===== src/rtl/uart_alu_ctrl.sv =====
// Command sequencer between uart_rx, the ALU and uart_tx: gathers A, B and OP bytes, latches the ALU result and fires one TX start.
// Optional inter-byte timeout is compiled in with macro UART_ALU_CTRL_TIMEOUT_EN.
module uart_alu_ctrl #(
    parameter int NB_DATA        = 8,
    parameter int NB_OP          = 6,
    parameter int TIMEOUT_CYCLES = 50000,
    parameter int NB_TIMEOUT     = 16
) (
    input  logic               i_clock,
    input  logic               i_reset,
    input  logic [NB_DATA-1:0] i_rx_data,
    input  logic               i_rx_done,
    input  logic               i_rx_frame_valid,
    input  logic [NB_DATA-1:0] i_alu_result,
    input  logic               i_tx_busy,
    input  logic               i_tx_done,
    output logic [NB_DATA-1:0] o_alu_a,
    output logic [NB_DATA-1:0] o_alu_b,
    output logic [NB_OP-1:0]   o_alu_op,
    output logic [NB_DATA-1:0] o_tx_data,
    output logic               o_tx_start,
    output logic               o_busy,
    output logic               o_overrun,
    output logic               o_frame_err,
    output logic               o_timeout
);

    typedef enum logic [2:0] {
        IDLE    = 3'd0,
        GET_B   = 3'd1,
        GET_OP  = 3'd2,
        EXEC    = 3'd3,
        SEND    = 3'd4,
        WAIT_TX = 3'd5
    } state_t;

    // A counter too narrow to reach TIMEOUT_CYCLES-1 would never expire.
    if (NB_TIMEOUT < $clog2(TIMEOUT_CYCLES)) begin : g_cfgCheck
        $error("uart_alu_ctrl: NB_TIMEOUT too small for TIMEOUT_CYCLES");
    end

    state_t               r_state;
    state_t               w_nextState;
    logic [NB_DATA-1:0]   r_aluA;
    logic [NB_DATA-1:0]   w_aluA;
    logic [NB_DATA-1:0]   r_aluB;
    logic [NB_DATA-1:0]   w_aluB;
    logic [NB_OP-1:0]     r_aluOp;
    logic [NB_OP-1:0]     w_aluOp;
    logic [NB_DATA-1:0]   r_txData;
    logic [NB_DATA-1:0]   w_txData;
    logic                 r_txStart;
    logic                 w_txStart;
    logic                 r_overrun;
    logic                 w_overrun;
    logic                 r_frameErr;
    logic                 w_frameErr;
    logic                 w_accepted;
`ifdef UART_ALU_CTRL_TIMEOUT_EN
    logic [NB_TIMEOUT-1:0] r_timeoutCount;
    logic [NB_TIMEOUT-1:0] w_timeoutCount;
    logic                  r_timeout;
    logic                  w_timeout;
`endif

    assign w_accepted = i_rx_done & i_rx_frame_valid;

    always_ff @(posedge i_clock) begin
        if (i_reset) begin
            r_state    <= IDLE;
            r_aluA     <= '0;
            r_aluB     <= '0;
            r_aluOp    <= '0;
            r_txData   <= '0;
            r_txStart  <= 1'b0;
            r_overrun  <= 1'b0;
            r_frameErr <= 1'b0;
        end else begin
            r_state    <= w_nextState;
            r_aluA     <= w_aluA;
            r_aluB     <= w_aluB;
            r_aluOp    <= w_aluOp;
            r_txData   <= w_txData;
            r_txStart  <= w_txStart;
            r_overrun  <= w_overrun;
            r_frameErr <= w_frameErr;
        end
    end

`ifdef UART_ALU_CTRL_TIMEOUT_EN
    always_ff @(posedge i_clock) begin
        if (i_reset) begin
            r_timeoutCount <= '0;
            r_timeout      <= 1'b0;
        end else begin
            r_timeoutCount <= w_timeoutCount;
            r_timeout      <= w_timeout;
        end
    end
`endif

    // Only the operand register belonging to the current state is ever written.
    always_comb begin
        w_nextState = r_state;
        w_aluA      = r_aluA;
        w_aluB      = r_aluB;
        w_aluOp     = r_aluOp;
        w_txData    = r_txData;
        w_txStart   = 1'b0;
        w_overrun   = r_overrun;
        w_frameErr  = i_rx_done & ~i_rx_frame_valid;

        case (r_state)
            IDLE: begin
                if (w_accepted) begin
                    w_aluA      = i_rx_data;
                    w_nextState = GET_B;
                end
            end
            GET_B: begin
                if (w_accepted) begin
                    w_aluB      = i_rx_data;
                    w_nextState = GET_OP;
                end
            end
            GET_OP: begin
                if (w_accepted) begin
                    w_aluOp     = i_rx_data[NB_OP-1:0];
                    w_nextState = EXEC;
                end
            end
            EXEC: begin
                w_txData    = i_alu_result;
                w_nextState = SEND;
                if (i_rx_done) w_overrun = 1'b1;
            end
            SEND: begin
                if (!i_tx_busy) begin
                    w_txStart   = 1'b1;
                    w_nextState = WAIT_TX;
                end
                if (i_rx_done) w_overrun = 1'b1;
            end
            WAIT_TX: begin
                if (i_tx_done) w_nextState = IDLE;
                if (i_rx_done) w_overrun = 1'b1;
            end
            default: w_nextState = IDLE;
        endcase

`ifdef UART_ALU_CTRL_TIMEOUT_EN
        // A byte arriving on the expiry cycle takes priority over the abort.
        w_timeout      = 1'b0;
        w_timeoutCount = '0;
        if ((r_state == GET_B) || (r_state == GET_OP)) begin
            if (w_accepted) begin
                w_timeoutCount = '0;
            end else if (r_timeoutCount == NB_TIMEOUT'(TIMEOUT_CYCLES - 1)) begin
                w_nextState    = IDLE;
                w_timeout      = 1'b1;
                w_timeoutCount = '0;
            end else begin
                w_timeoutCount = r_timeoutCount + 1'b1;
            end
        end
`endif
    end

    assign o_alu_a     = r_aluA;
    assign o_alu_b     = r_aluB;
    assign o_alu_op    = r_aluOp;
    assign o_tx_data   = r_txData;
    assign o_tx_start  = r_txStart;
    assign o_busy      = (r_state != IDLE);
    assign o_overrun   = r_overrun;
    assign o_frame_err = r_frameErr;
`ifdef UART_ALU_CTRL_TIMEOUT_EN
    assign o_timeout   = r_timeout;
`else
    assign o_timeout   = 1'b0;
`endif

endmodule

===== config.mk =====
export PLATFORM = sky130hd
export DESIGN_NAME = uart_alu_ctrl
export DESIGN_NICKNAME = d
export VERILOG_FILES = /design/src/rtl/uart_alu_ctrl.sv
export SDC_FILE = /design/constraint.sdc
export NUM_CORES = 1
export LEC_CHECK = 0
export ABC_AREA = 1
export CAP_MARGIN = 20
export CORE_ASPECT_RATIO = 1.25
export CORE_MARGIN = 8
export CORE_UTILIZATION = 38
export DETAILED_ROUTE_END_ITERATION = 6
export PLACE_DENSITY = 0.75
export SKIP_LAST_GASP = 1
export SLEW_MARGIN = 20
export SYNTH_ARGS = -nofsm -noshare
export SYNTH_HDL_FRONTEND = slang
export SYNTH_SLANG_ARGS = --single-unit

===== constraint.sdc =====
create_clock -name i_clock -period 1.04 [get_ports i_clock]
set_input_delay 0.104 -clock i_clock [delete_from_list [all_inputs] [get_ports i_clock]]
set_output_delay 0.104 -clock i_clock [all_outputs]
set_load 0.005 [all_outputs]

# Word level (Yosys, flattened, before mapping)
# Index checks and enable logic that the tools add are counted.
[word_totals]
ff_bits = 36
input_bits = 22
out_inout_bits = 35
wordCells = 38
[classes]
n_eq_ne = 10
mux = 7
bitwise_logic = 4
reduce_logical = 9
[op_table]
columns = ["op", "count"]
rows = [
  ["3-bit one-hot mux with 6 select lines", 1],
  ["3-bit two-way mux", 5],
  ["2-bit inequality test (second input constant)", 5],
  ["2-bit AND reduction", 4],
  ["3-bit by 2-bit == test with 1-bit output (second input constant)", 2],
  ["3-bit == test (second input constant)", 2],
  ["5-bit AND reduction", 1],
  ["3-bit by 1-bit == test with 1-bit output (second input constant)", 1],
  ["3-bit zero test", 1],
  ["3-bit nonzero test", 1],
  ["3-bit OR reduction", 1],
  ["1-bit AND", 2],
  ["1-bit NOT", 2],
  ["2-bit OR reduction", 1],
  ["1-bit two-way mux", 1],
]

# Longest topological paths before layout
[depth]
ltp_word = 3
depth_mapped = 8
ltp_nobuf = 7

# Least setup slack after synthesis
# No wires, ideal clock.
[synth_path]
path_type = "register -> register"
startpoint = "register r_state[1]"
endpoint = "register r_aluA[0] (netlist: o_alu_a[0])"
setup_ns = 0.132
arrival_time_ns = 0.965
required_ns = 0.908
slack_ns = -0.057
stages_incl_launch_ff = 6
path_buffers = 1
synth_period_minus_slack_ns = 1.097
path_cell_list = "dfxtp_1 buf_6 nor3_4 nand2_4 nand2_1 a21oi_1"
[synth_via]
elab_chain_len = 2
[synth_rtl]
columns = ["item", "line_no", "rtl"]
rows = [
  ["from (decl)", "42", "state_t r_state;"],
  ["from (signal assigned)", "79", "r_state <= w_nextState;"],
  ["3-bit zero test", "113", "case (r_state)"],
  ["2-bit AND reduction (no source line)", "n/a", ""],
  ["to (signal assigned)", "80", "r_aluA <= w_aluA;"],
  ["to (decl)", "44", "logic [NB_DATA-1:0] r_aluA;"],
]
# No other way between the ends.
# A chain may end at the register's enable or synchronous reset.

# Worst setup path in the final report
[layout_path]
startpoint = "register r_state[0]"
endpoint = "register r_txData[7] (netlist: o_tx_data[7])"
[layout_via]
elab_chain_len = 1
[layout_rtl]
columns = ["item", "line_no", "rtl"]
rows = [
  ["3-bit by 2-bit == test with 1-bit output", "113", ""],
  ["to (signal assigned)", "83", "r_txData <= w_txData;"],
  ["to (decl)", "50", "logic [NB_DATA-1:0] r_txData;"],
]
# No other way between the ends.

==> out/qor.csv <==
metric,value,unit
placed_cells,282,
rr_startpoint,r_state[0],
routabilityCongestion,0.8455,
yosys.cell_types.count,22,
reg2reg_to,o_tx_data[7],
slew_viol_final,0,
dr.pass1.iters,4,
synth_top_cells_by_count,"dfxtp_1, nor2_1, o21ai_0",
grt_pass1_vias,1443,
yosysWarnings,0,
critPathTopFamily,buffers and inverters,
ys_seq_area_share,51.06,%
synthArstFlopShare,0,%
synth_edf_count,0,
arrival,1.38,ns
dieWidth,70.51,um
place_area,2082,um2
grt-ovfl-total,0,
finalNonFillerCells,298,
drtIter0Drc,76,
min_path_cells,2,
synth.avg_cell_area,7.798,um2
htree_levels,2,
totalWireLength,4.223,mm
p_per_area,1593,nW/um2
drive_above_1_share,25.10,%
finalCriticalPeriod,1.214,ns
fin_skew,0.004577,ns
drc,0,
clock_latency,0.29,ns
antenna_found_initial,0,
initial_core_util,40.17,%
synth_area,1411,um2
port_buffers,55,
pin_count,57,
die-area,5932,um2
max_stage_delay,0.37,ns
crit_buf_inv,3,
synth_top_flop_cell,dfxtp_1,
setup_ws,-0.1740,ns
rrSetupSlack,-0.17,ns
cts-root-buf,clkbuf_8,
status,"complete, but fails checks",
antenna_left,0,
synth_fp_nets,203,
vias_per_cell,4.836,
critPathLaunchType,flip-flop,
std_cell_rows,24,
path_cells,"buf_4, nand3_4, buf_6, clkinvlp_4, nor2_1, nor2_1",
grt_pass1_wl,6.720,mm
rsz0062_at_grt,true,
wire_per_inst,14.17,um
critPathRequiredTime,1.21,ns
diodes,0,
synth_area_leaders,"dfxtp_1, nor2_1, o21ai_0",
setup_viol,35,
violations,setup timing,
crit_path_end_kind,flip-flop,
maxCapViolCount,0,
grt_max_degree,19,
fp.coreArea,3513,um2
track_usage,13.73,%
dp_hpwl,2.844,mm
cpMaxStageDelayCell,dfxtp_4,
path_max_fanout,8,
path_clk_slew,0.07,ns
synth_cells,181,
hold_end,o_frame_err,
design_area,2359,um2
yosys.area.top_type,dfxtp_1,
cts_made_buffers,5,
cts_tree,yes,
fin_nets,280,
crit_type,reg -> reg,
hold_path.startpoint,i_rx_frame_valid,
dr_total_vias,1441,
rr_worst_depth,6,
clock_path_buffers,2,
hold_class,in -> reg,
die_h,84.14,um
max_freq,0.8237,GHz
hold_violations,0,
synth_top_area_share,51.06,%
cts_hold_repair.buffers,0,
worst_path_most_repeated_cell,nor2_1,
syn_to_final_growth,67.11,%
fin_crit_sh,116.7,%
clock_sinks,36,
vdd_drop_max,1.364,mV
p_leak,1.077,nW
synth_seq_cells,36,
-- layout make-up --
type                       instances  area [um2]
clock buffer                       7       96.34
clock inverter                     1       30.03
fill                             302        1155
inverter                          18       83.83
multi-input combinational        120       661.9
sequential                        36       732.0
tap                               39       48.80
timing repair buffer              77       705.7
-- registers in the layout (all words and copies together) (netlist names) --
register     cells
o_alu_a          8
o_alu_b          8
o_tx_data        8
o_alu_op         6
r_state          3
o_frame_err      1
o_overrun        1
o_tx_start       1
-- report_power, final --
| part | internal, mW | switching (mW) |
|---|---|---|
| Clock | 0.846 | 0.492 |
| Combinational | 0.429 | 0.430 |
| Sequential | 1.48 | 0.0810 |
-- cell families (layout without fill, tap and decap cells) --
kind of cell,Yosys count,in the layout,share of synthesized area [%]
simple gates,76,77,25.00
compound gates,42,42,14.89
flops,36,36,51.06
buf+inv,26,103,8.776
other cells,1,1,0.2657
-- how the worst max path moves through the flow --
stage	start	to	slack [ns]	cells after the start
2_1_floorplan	r_state[1]	o_alu_a[0]	-0.06	5
3_3_place_gp	i_rx_done	o_alu_b[3]	-0.24	6
3_5_place_dp	i_rx_done	o_alu_b[6]	-0.27	6
4_1_cts	r_state[2]	o_busy	-0.17	3
5_1_grt	r_state[2]	o_tx_data[7]	-0.22	7
6_report	r_state[0]	o_tx_data[7]	-0.17	6
-- metrics by stage --
step	hold slack, ns	power [mW]	TNS [ns]	util (%)	setup WS, ns
after floorplan	0.1760	1.927	-0.5772	-	-0.05737
after global placement	0.4334	2.307	-6.074	59.26	-0.2377
after detailed placement	0.4401	2.317	-6.791	59.26	-0.2671
after CTS	0.3816	3.631	-2.951	63.35	-0.1680
after global routing	0.4167	3.941	-5.553	67.13	-0.2229
final	0.3863	3.756	-3.535	67.13	-0.1740
-- what timing repair did --
action | 4_1_cts | 5_1_grt
setup buffers | 2 | 4
gates cloned | 1 | 1
resized for setup | 49 | 39
setup endpoints to repair | 69 | 35
pin swaps | 3 | 20
-- placed cells by master, fill, tap and decap left out, types with 3 or more instances in the layout --
cell type | Yosys | layout
a21oi_1 | 18 | 17
buf_4 | 2 | 13
buf_6 | 2 | 7
clkbuf_8 | 0 | 7
clkdlybuf4s50_1 | 0 | 21
dfxtp_1 | 36 | 33
dfxtp_4 | 0 | 3
dlygate4sd2_1 | 0 | 33
inv_1 | 15 | 12
nand2_1 | 21 | 19
nand2_2 | 1 | 3
nand3_1 | 11 | 9
nand3_4 | 1 | 4
nor2_1 | 36 | 30
nor2_2 | 1 | 6
o21ai_0 | 24 | 12
o21ai_1 | 0 | 7
o21ai_2 | 0 | 5
-- metal layers --
layer	share of wire, %	GRT usage (%)
met1	40	14.99
met2	52	22.36
met3	6.4	5.536
met4	2.0	6.960
met5	0	0
No activity file was read; power rests on OpenSTA's default activity.
